===== config.mk =====
export PLATFORM = sky130hd
export DESIGN_NAME = cnn_layer_sequencer
export DESIGN_NICKNAME = d
export VERILOG_FILES = /design/src/rtl/cnn_pkg.sv /design/src/rtl/conv_window_counter.sv /design/src/rtl/cnn_layer_sequencer.sv
export SDC_FILE = /design/constraint.sdc
export NUM_CORES = 1
export LEC_CHECK = 0
export ABC_AREA = 1
export BUFFER_PORTS_ARGS = -buffer_cell sky130_fd_sc_hd__buf_2
export CAP_MARGIN = 20
export CORE_AREA = 5 5 89 91
export CTS_CLUSTER_DIAMETER = 60
export DETAILED_ROUTE_END_ITERATION = 12
export DIE_AREA = 0 0 94 96
export GPL_TIMING_DRIVEN = 0
export MAX_ROUTING_LAYER = met4
export PLACE_DENSITY = 0.66
export RECOVER_POWER = 100
export SYNTH_ARGS = -nofsm -noshare
export SYNTH_HDL_FRONTEND = slang
export SYNTH_SLANG_ARGS = --single-unit

===== constraint.sdc =====
create_clock -name clk -period 6.7 [get_ports clk]
set_input_delay 0.67 -clock clk [delete_from_list [all_inputs] [get_ports clk]]
set_output_delay 0.67 -clock clk [all_outputs]
set_load 0.005 [all_outputs]

===== src/rtl/cnn_pkg.sv =====
// Shared dimensions, field widths and encodings for the CNN layer sequencer.
package cnn_pkg;

    localparam int unsigned IMG_DIM = 28;
    localparam int unsigned K_DIM   = 5;
    localparam int unsigned N_FILT  = 8;
    localparam int unsigned N_CLASS = 10;
    localparam int unsigned FC_LEN  = 1152;
    localparam int unsigned OUT_DIM = IMG_DIM - K_DIM + 1;

    localparam int unsigned FILT_W  = $clog2(N_FILT);
    localparam int unsigned POS_W   = $clog2(IMG_DIM);
    localparam int unsigned K_W     = $clog2(K_DIM);
    localparam int unsigned CLASS_W = $clog2(N_CLASS);
    localparam int unsigned IDX_W   = $clog2(FC_LEN);

    typedef enum logic [1:0] {
        PH_IDLE      = 2'd0,
        PH_CONV      = 2'd1,
        PH_WAIT_POOL = 2'd2,
        PH_FC        = 2'd3
    } phase_e;

    typedef enum logic [2:0] {
        S_IDLE,
        S_CONV,
        S_WAIT_POOL,
        S_FC,
        S_DONE
    } state_e;

endpackage


===== src/rtl/conv_window_counter.sv =====
// Five-level filt/out_row/out_col/kr/kc counter for the conv phase.
// Indices are registered; the flags are decodes of the current position.
module conv_window_counter
    import cnn_pkg::*;
(
    input  logic              clk,
    input  logic              rst,
    input  logic              advance,
    output logic [FILT_W-1:0] filt,
    output logic [POS_W-1:0]  out_row,
    output logic [POS_W-1:0]  out_col,
    output logic [POS_W-1:0]  img_row,
    output logic [POS_W-1:0]  img_col,
    output logic [K_W-1:0]    wgt_row,
    output logic [K_W-1:0]    wgt_col,
    output logic              last_c,
    output logic              pre_last_c,
    output logic              wrap_c
);

    logic [FILT_W-1:0] filt_n;
    logic [POS_W-1:0]  row_n;
    logic [POS_W-1:0]  col_n;
    logic [K_W-1:0]    kr_n;
    logic [K_W-1:0]    kc_n;
    logic              kc_end;
    logic              kr_end;
    logic              col_end;
    logic              row_end;
    logic              filt_end;

    assign kc_end   = (wgt_col == K_W'(K_DIM - 1));
    assign kr_end   = (wgt_row == K_W'(K_DIM - 1));
    assign col_end  = (out_col == POS_W'(OUT_DIM - 1));
    assign row_end  = (out_row == POS_W'(OUT_DIM - 1));
    assign filt_end = (filt == FILT_W'(N_FILT - 1));

    assign last_c     = kr_end & kc_end;
    assign pre_last_c = kr_end & (wgt_col == K_W'(K_DIM - 2));
    assign wrap_c     = filt_end & row_end & col_end & kr_end & kc_end;

    // Ripple-carry style next position; the final wrap lands back on all zeros.
    always_comb begin
        filt_n = filt;
        row_n  = out_row;
        col_n  = out_col;
        kr_n   = wgt_row;
        kc_n   = wgt_col;
        if (kc_end) begin
            kc_n = '0;
            if (kr_end) begin
                kr_n = '0;
                if (col_end) begin
                    col_n = '0;
                    if (row_end) begin
                        row_n  = '0;
                        filt_n = filt_end ? '0 : filt + FILT_W'(1);
                    end else begin
                        row_n = out_row + POS_W'(1);
                    end
                end else begin
                    col_n = out_col + POS_W'(1);
                end
            end else begin
                kr_n = wgt_row + K_W'(1);
            end
        end else begin
            kc_n = wgt_col + K_W'(1);
        end
    end

    always_ff @(posedge clk) begin
        if (rst) begin
            filt    <= '0;
            out_row <= '0;
            out_col <= '0;
            img_row <= '0;
            img_col <= '0;
            wgt_row <= '0;
            wgt_col <= '0;
        end else if (advance) begin
            filt    <= filt_n;
            out_row <= row_n;
            out_col <= col_n;
            img_row <= row_n + POS_W'(kr_n);
            img_col <= col_n + POS_W'(kc_n);
            wgt_row <= kr_n;
            wgt_col <= kc_n;
        end
    end

endmodule


===== src/rtl/cnn_layer_sequencer.sv =====
// Sequences one shared MAC over conv (8x24x24 windows of 5x5), a pool wait,
// then FC (10 classes x 1152 inputs) for a single image inference.
module cnn_layer_sequencer
    import cnn_pkg::*;
(
    input  logic               clk,
    input  logic               rst,
    input  logic               start,
    input  logic               pool_done,
    input  logic               mac_ready,
    output logic               busy,
    output logic               done,
    output logic [1:0]         phase,
    output logic               mac_valid,
    output logic               mac_first,
    output logic               mac_last,
    output logic [FILT_W-1:0]  filt,
    output logic [POS_W-1:0]   out_row,
    output logic [POS_W-1:0]   out_col,
    output logic [POS_W-1:0]   img_row,
    output logic [POS_W-1:0]   img_col,
    output logic [K_W-1:0]     wgt_row,
    output logic [K_W-1:0]     wgt_col,
    output logic [CLASS_W-1:0] fc_class,
    output logic [IDX_W-1:0]   fc_idx
);

    state_e state;
    logic   beat;
    logic   conv_adv;
    logic   conv_last_c;
    logic   conv_pre_last_c;
    logic   conv_wrap_c;
    logic   fc_idx_last;
    logic   fc_idx_pre_last;
    logic   fc_class_last;

    assign beat            = mac_valid & mac_ready;
    assign conv_adv        = (state == S_CONV) & beat;
    assign fc_idx_last     = (fc_idx == IDX_W'(FC_LEN - 1));
    assign fc_idx_pre_last = (fc_idx == IDX_W'(FC_LEN - 2));
    assign fc_class_last   = (fc_class == CLASS_W'(N_CLASS - 1));

    conv_window_counter u_conv (
        .clk        (clk),
        .rst        (rst),
        .advance    (conv_adv),
        .filt       (filt),
        .out_row    (out_row),
        .out_col    (out_col),
        .img_row    (img_row),
        .img_col    (img_col),
        .wgt_row    (wgt_row),
        .wgt_col    (wgt_col),
        .last_c     (conv_last_c),
        .pre_last_c (conv_pre_last_c),
        .wrap_c     (conv_wrap_c)
    );

    // Framing flags are looked ahead one beat so they stay registered.
    always_ff @(posedge clk) begin
        if (rst) begin
            state     <= S_IDLE;
            phase     <= PH_IDLE;
            busy      <= 1'b0;
            done      <= 1'b0;
            mac_valid <= 1'b0;
            mac_first <= 1'b0;
            mac_last  <= 1'b0;
            fc_class  <= '0;
            fc_idx    <= '0;
        end else begin
            done <= 1'b0;
            case (state)
                S_IDLE: begin
                    if (start) begin
                        state     <= S_CONV;
                        phase     <= PH_CONV;
                        busy      <= 1'b1;
                        mac_valid <= 1'b1;
                        mac_first <= 1'b1;
                        mac_last  <= 1'b0;
                    end
                end
                S_CONV: begin
                    if (beat) begin
                        if (conv_wrap_c) begin
                            state     <= S_WAIT_POOL;
                            phase     <= PH_WAIT_POOL;
                            mac_valid <= 1'b0;
                            mac_first <= 1'b0;
                            mac_last  <= 1'b0;
                        end else begin
                            mac_first <= conv_last_c;
                            mac_last  <= conv_pre_last_c;
                        end
                    end
                end
                S_WAIT_POOL: begin
                    if (pool_done) begin
                        state     <= S_FC;
                        phase     <= PH_FC;
                        mac_valid <= 1'b1;
                        mac_first <= 1'b1;
                        mac_last  <= 1'b0;
                    end
                end
                S_FC: begin
                    if (beat) begin
                        if (fc_idx_last) begin
                            fc_idx <= '0;
                            if (fc_class_last) begin
                                state     <= S_DONE;
                                fc_class  <= '0;
                                mac_valid <= 1'b0;
                                mac_first <= 1'b0;
                                mac_last  <= 1'b0;
                                done      <= 1'b1;
                            end else begin
                                fc_class  <= fc_class + CLASS_W'(1);
                                mac_first <= 1'b1;
                                mac_last  <= 1'b0;
                            end
                        end else begin
                            fc_idx    <= fc_idx + IDX_W'(1);
                            mac_first <= 1'b0;
                            mac_last  <= fc_idx_pre_last;
                        end
                    end
                end
                S_DONE: begin
                    state <= S_IDLE;
                    phase <= PH_IDLE;
                    busy  <= 1'b0;
                end
                default: begin
                    state     <= S_IDLE;
                    phase     <= PH_IDLE;
                    busy      <= 1'b0;
                    mac_valid <= 1'b0;
                    mac_first <= 1'b0;
                    mac_last  <= 1'b0;
                end
            endcase
        end
    end

endmodule

==> results.toml <==
[run_status]
status = "finished clean"

[floorplanning]
core_area_sq_um = 7060
design.portCount = 56
start_util_pct = 43.5
rows = 31
die_area_sq_um = 9020
fp.dieH_um = 96
die_w_um = 94

[critical_path]
endpoint_kind = "flip-flop"
critical_path_required_ns = 6.92
rr_worst_depth = 17
cp-start-kind = "flip-flop"
critical_path_class = "reg2reg"
critPathLaunch = "u_conv.wgt_col[0]"
crit_arrival_ns = 3.78
rr_startpoint = "u_conv.wgt_col[0]"
crit_fanout = 10

[clock_network]
ctsHoldBuffers = 0
numCtsBuffers = 5
clock_latency_ns = 0.32
cts.sinks = 54
post-cts-setup-buffer-count = 0
cts_max_path_buffers = 2
cts_tree = "built"
path_clk_slew_ns = 0.10
cts_repair_resize_count = 0
clock-root-buffer = "clkbuf_8"
htreeDepth = 2

[power]
intPower_uw = 529
p_leak_uw = 0.00150
comb_power_share_pct = 22.6
switching_share_pct = 32.5
ir_worst_vdd_mv = 0.138
p_sw_uw = 255
seq_power_share_pct = 48.0
p_per_area_nw_per_um2 = 227
p_clk_share_pct = 29.4

[sta]
fmax_mhz = 281
layout_min_cycle_time_ns = 3.56
rsz0062_at_grt = "false"
finalCritPeriodShare_pct = 53.2
tns_ns = 0
report.final.slew_viol_count = 0
finalClockSkew_ns = 0.0125
finalSetupViolCount = 0
setup_slack_ns = 3.14
slew_headroom_pct = 53.5
worst_pin_slew_ns = 0.695
hold_viol = 0

[synth]
async_flop_share_pct = 0
synth_area_sq_um = 3070
syn_nets = 463
synth_top_area_share_pct = 35.2
synth-warning-count = 0
synth.distinct_cells = 39
synth.avg_cell_area_sq_um = 7.00
yosys-top-cells-area = "dfxtp_1 (35%), nand2_1 (9.5%), inv_1 (7.5%)"
synth_largest_area_cell = "dfxtp_1"
yosysSeqAreaShare_pct = 35.2
yosysMostFrequentCell = "nand2_1"
synth-edff-count = 0
ys_seq_elements = 54
synthTopCellsByCount = "nand2_1 (78), inv_1 (61), dfxtp_1 (54)"
ys.flop_type = "dfxtp_1"
netlist_instances = 439

[placed_design]
dp_hpwl_mm = 5.84
dp_slack_ns = 4.01
portBuffers = 54
gp_congestion = 0.839

[drt]
vias_per_cell = 4.92
drt_iter0_drc = 145
first_pass_iters = 5
vias = 2953
wl_per_cell_um = 12.6
ant_nets = 0
wirelength_mm = 7.54
drcViolationCount = 0

[cells_and_area]
nNetsFinal = 524
fin_util_pct = 48.9
drive_gt1_share_pct = 8.58
antennaDiodeCount = 0
synthToLayoutAreaGrowth_pct = 12.3

[hold_path]
hp-start = "phase[0]"
hold_path.class = "reg2reg"
hold_depth = 2

[global_route]
grt.total_usage_pct = 18.3
grt_pass1_vias = 2841
grt_pass1_wl_mm = 12.8
grt-ovfl-total = 0
antenna_found_initial = 0
grt_max_degree = 18

[job]
drv_cap = 0
## layout by cell type, fill, tap and decap left out, types with 2 or more instances in the layout
cell type	Yosys	final
a211oi_1	2	2
a21o_1	3	3
a21oi_1	41	42
a31oi_1	2	2
buf_2	3	25
clkbuf_1	5	39
clkbuf_8	0	5
clkinv_1	3	3
dfxtp_1	54	54
fa_1	2	2
ha_1	17	17
inv_1	61	67
nand2_1	78	81
nand2_2	5	4
nand3_1	20	21
nand4_1	9	9
nor2_1	50	55
nor3_1	9	10
o21a_1	2	2
o21ai_0	30	33
o21ai_1	6	3
o21bai_1	3	3
o22ai_1	2	2
xnor2_1	2	2
xor2_1	2	2
## flip-flops by register name (all words and copies together) (netlist names)
name / flops
mac_valid: 1
done: 1
state: 3
u_conv.img_row: 5
fc_class: 4
mac_last: 1
busy: 1
u_conv.wgt_row: 3
u_conv.out_col: 5
mac_first: 1
phase: 2
u_conv.filt: 3
u_conv.img_col: 5
u_conv.out_row: 5
u_conv.wgt_col: 3
fc_idx: 11
## power by group through the flow
stage / combinational [uW] / sequential (uW) / clock, uW
CTS: 188 / 377 / 236
detailed placement: 187 / 384 / 0
global route: 205 / 382 / 245
global placement: 184 / 384 / 0
finish: 177 / 376 / 230
floorplan: 129 / 382 / 0
## per-layer routing
metal	routed length, um	part of all wire [%]	track usage [%]
met1	3520	47	22.1
met2	3580	47	31.0
met3	349	4.6	3.36
met4	96	1.3	5.54
met5	0	0	-
## path summary, 6_finish.rpt
kind | end | slack [ns]
setup / recovery | u_conv.img_row[4] | 3.14
hold / removal | phase[0] | 0.47
setup reg to reg | u_conv.img_row[4] | 3.14
hold reg to reg | phase[0] | 0.47
## cell type report
type / instances / area [sq um]
Multi-Input combinational cell: 303 / 1590
Fill cell: 760 / 3610
Inverter: 72 / 272
Timing Repair Buffer: 54 / 233
Sequential cell: 54 / 1080
Buffer: 10 / 38.8
Tap cell: 99 / 124
Clock inverter: 3 / 43.8
Clock buffer: 5 / 68.8
## kinds of logic after synthesis
| logic type | count (synthesis) | synth area share [%] |
|---|---|---|
| AND/OR/NAND/NOR | 187 | 28.6 |
| AO/OA/AOI/OAI | 93 | 16.4 |
| buffers and inverters | 82 | 10.5 |
| flip-flops | 54 | 35.2 |
| adder cells (fa/ha/maj) | 19 | 8.23 |
| XOR/XNOR | 4 | 1.14 |
## worst max-delay path, cell delays in order (launching register included)
cell     delay (ns)
dfxtp_1        0.35
inv_1          0.08
ha_1           0.14
nand2_1        0.15
nor2_1         0.59
inv_1          0.26
nor2_1         0.50
nand3_1        0.12
o21ai_0        0.14
ha_1           0.22
inv_1          0.06
fa_1           0.41
nor2_1         0.12
nor2_1         0.05
nor2_1         0.13
nand2_1        0.07
nand2_1        0.05
nor2_1         0.03
## stage by stage
step	instance area [sq um]	hold WS [ns]	std cells	total power [uW]
6_report	3450	0.466	600	783
5_1_grt	3450	0.507	600	832
4_1_cts	3580	0.471	600	800
3_5_place_dp	3470	0.455	592	570
3_3_place_gp	3470	0.449	592	568
2_1_floorplan	3070	0.457	439	512
No activity file was read; power rests on OpenSTA's default activity.
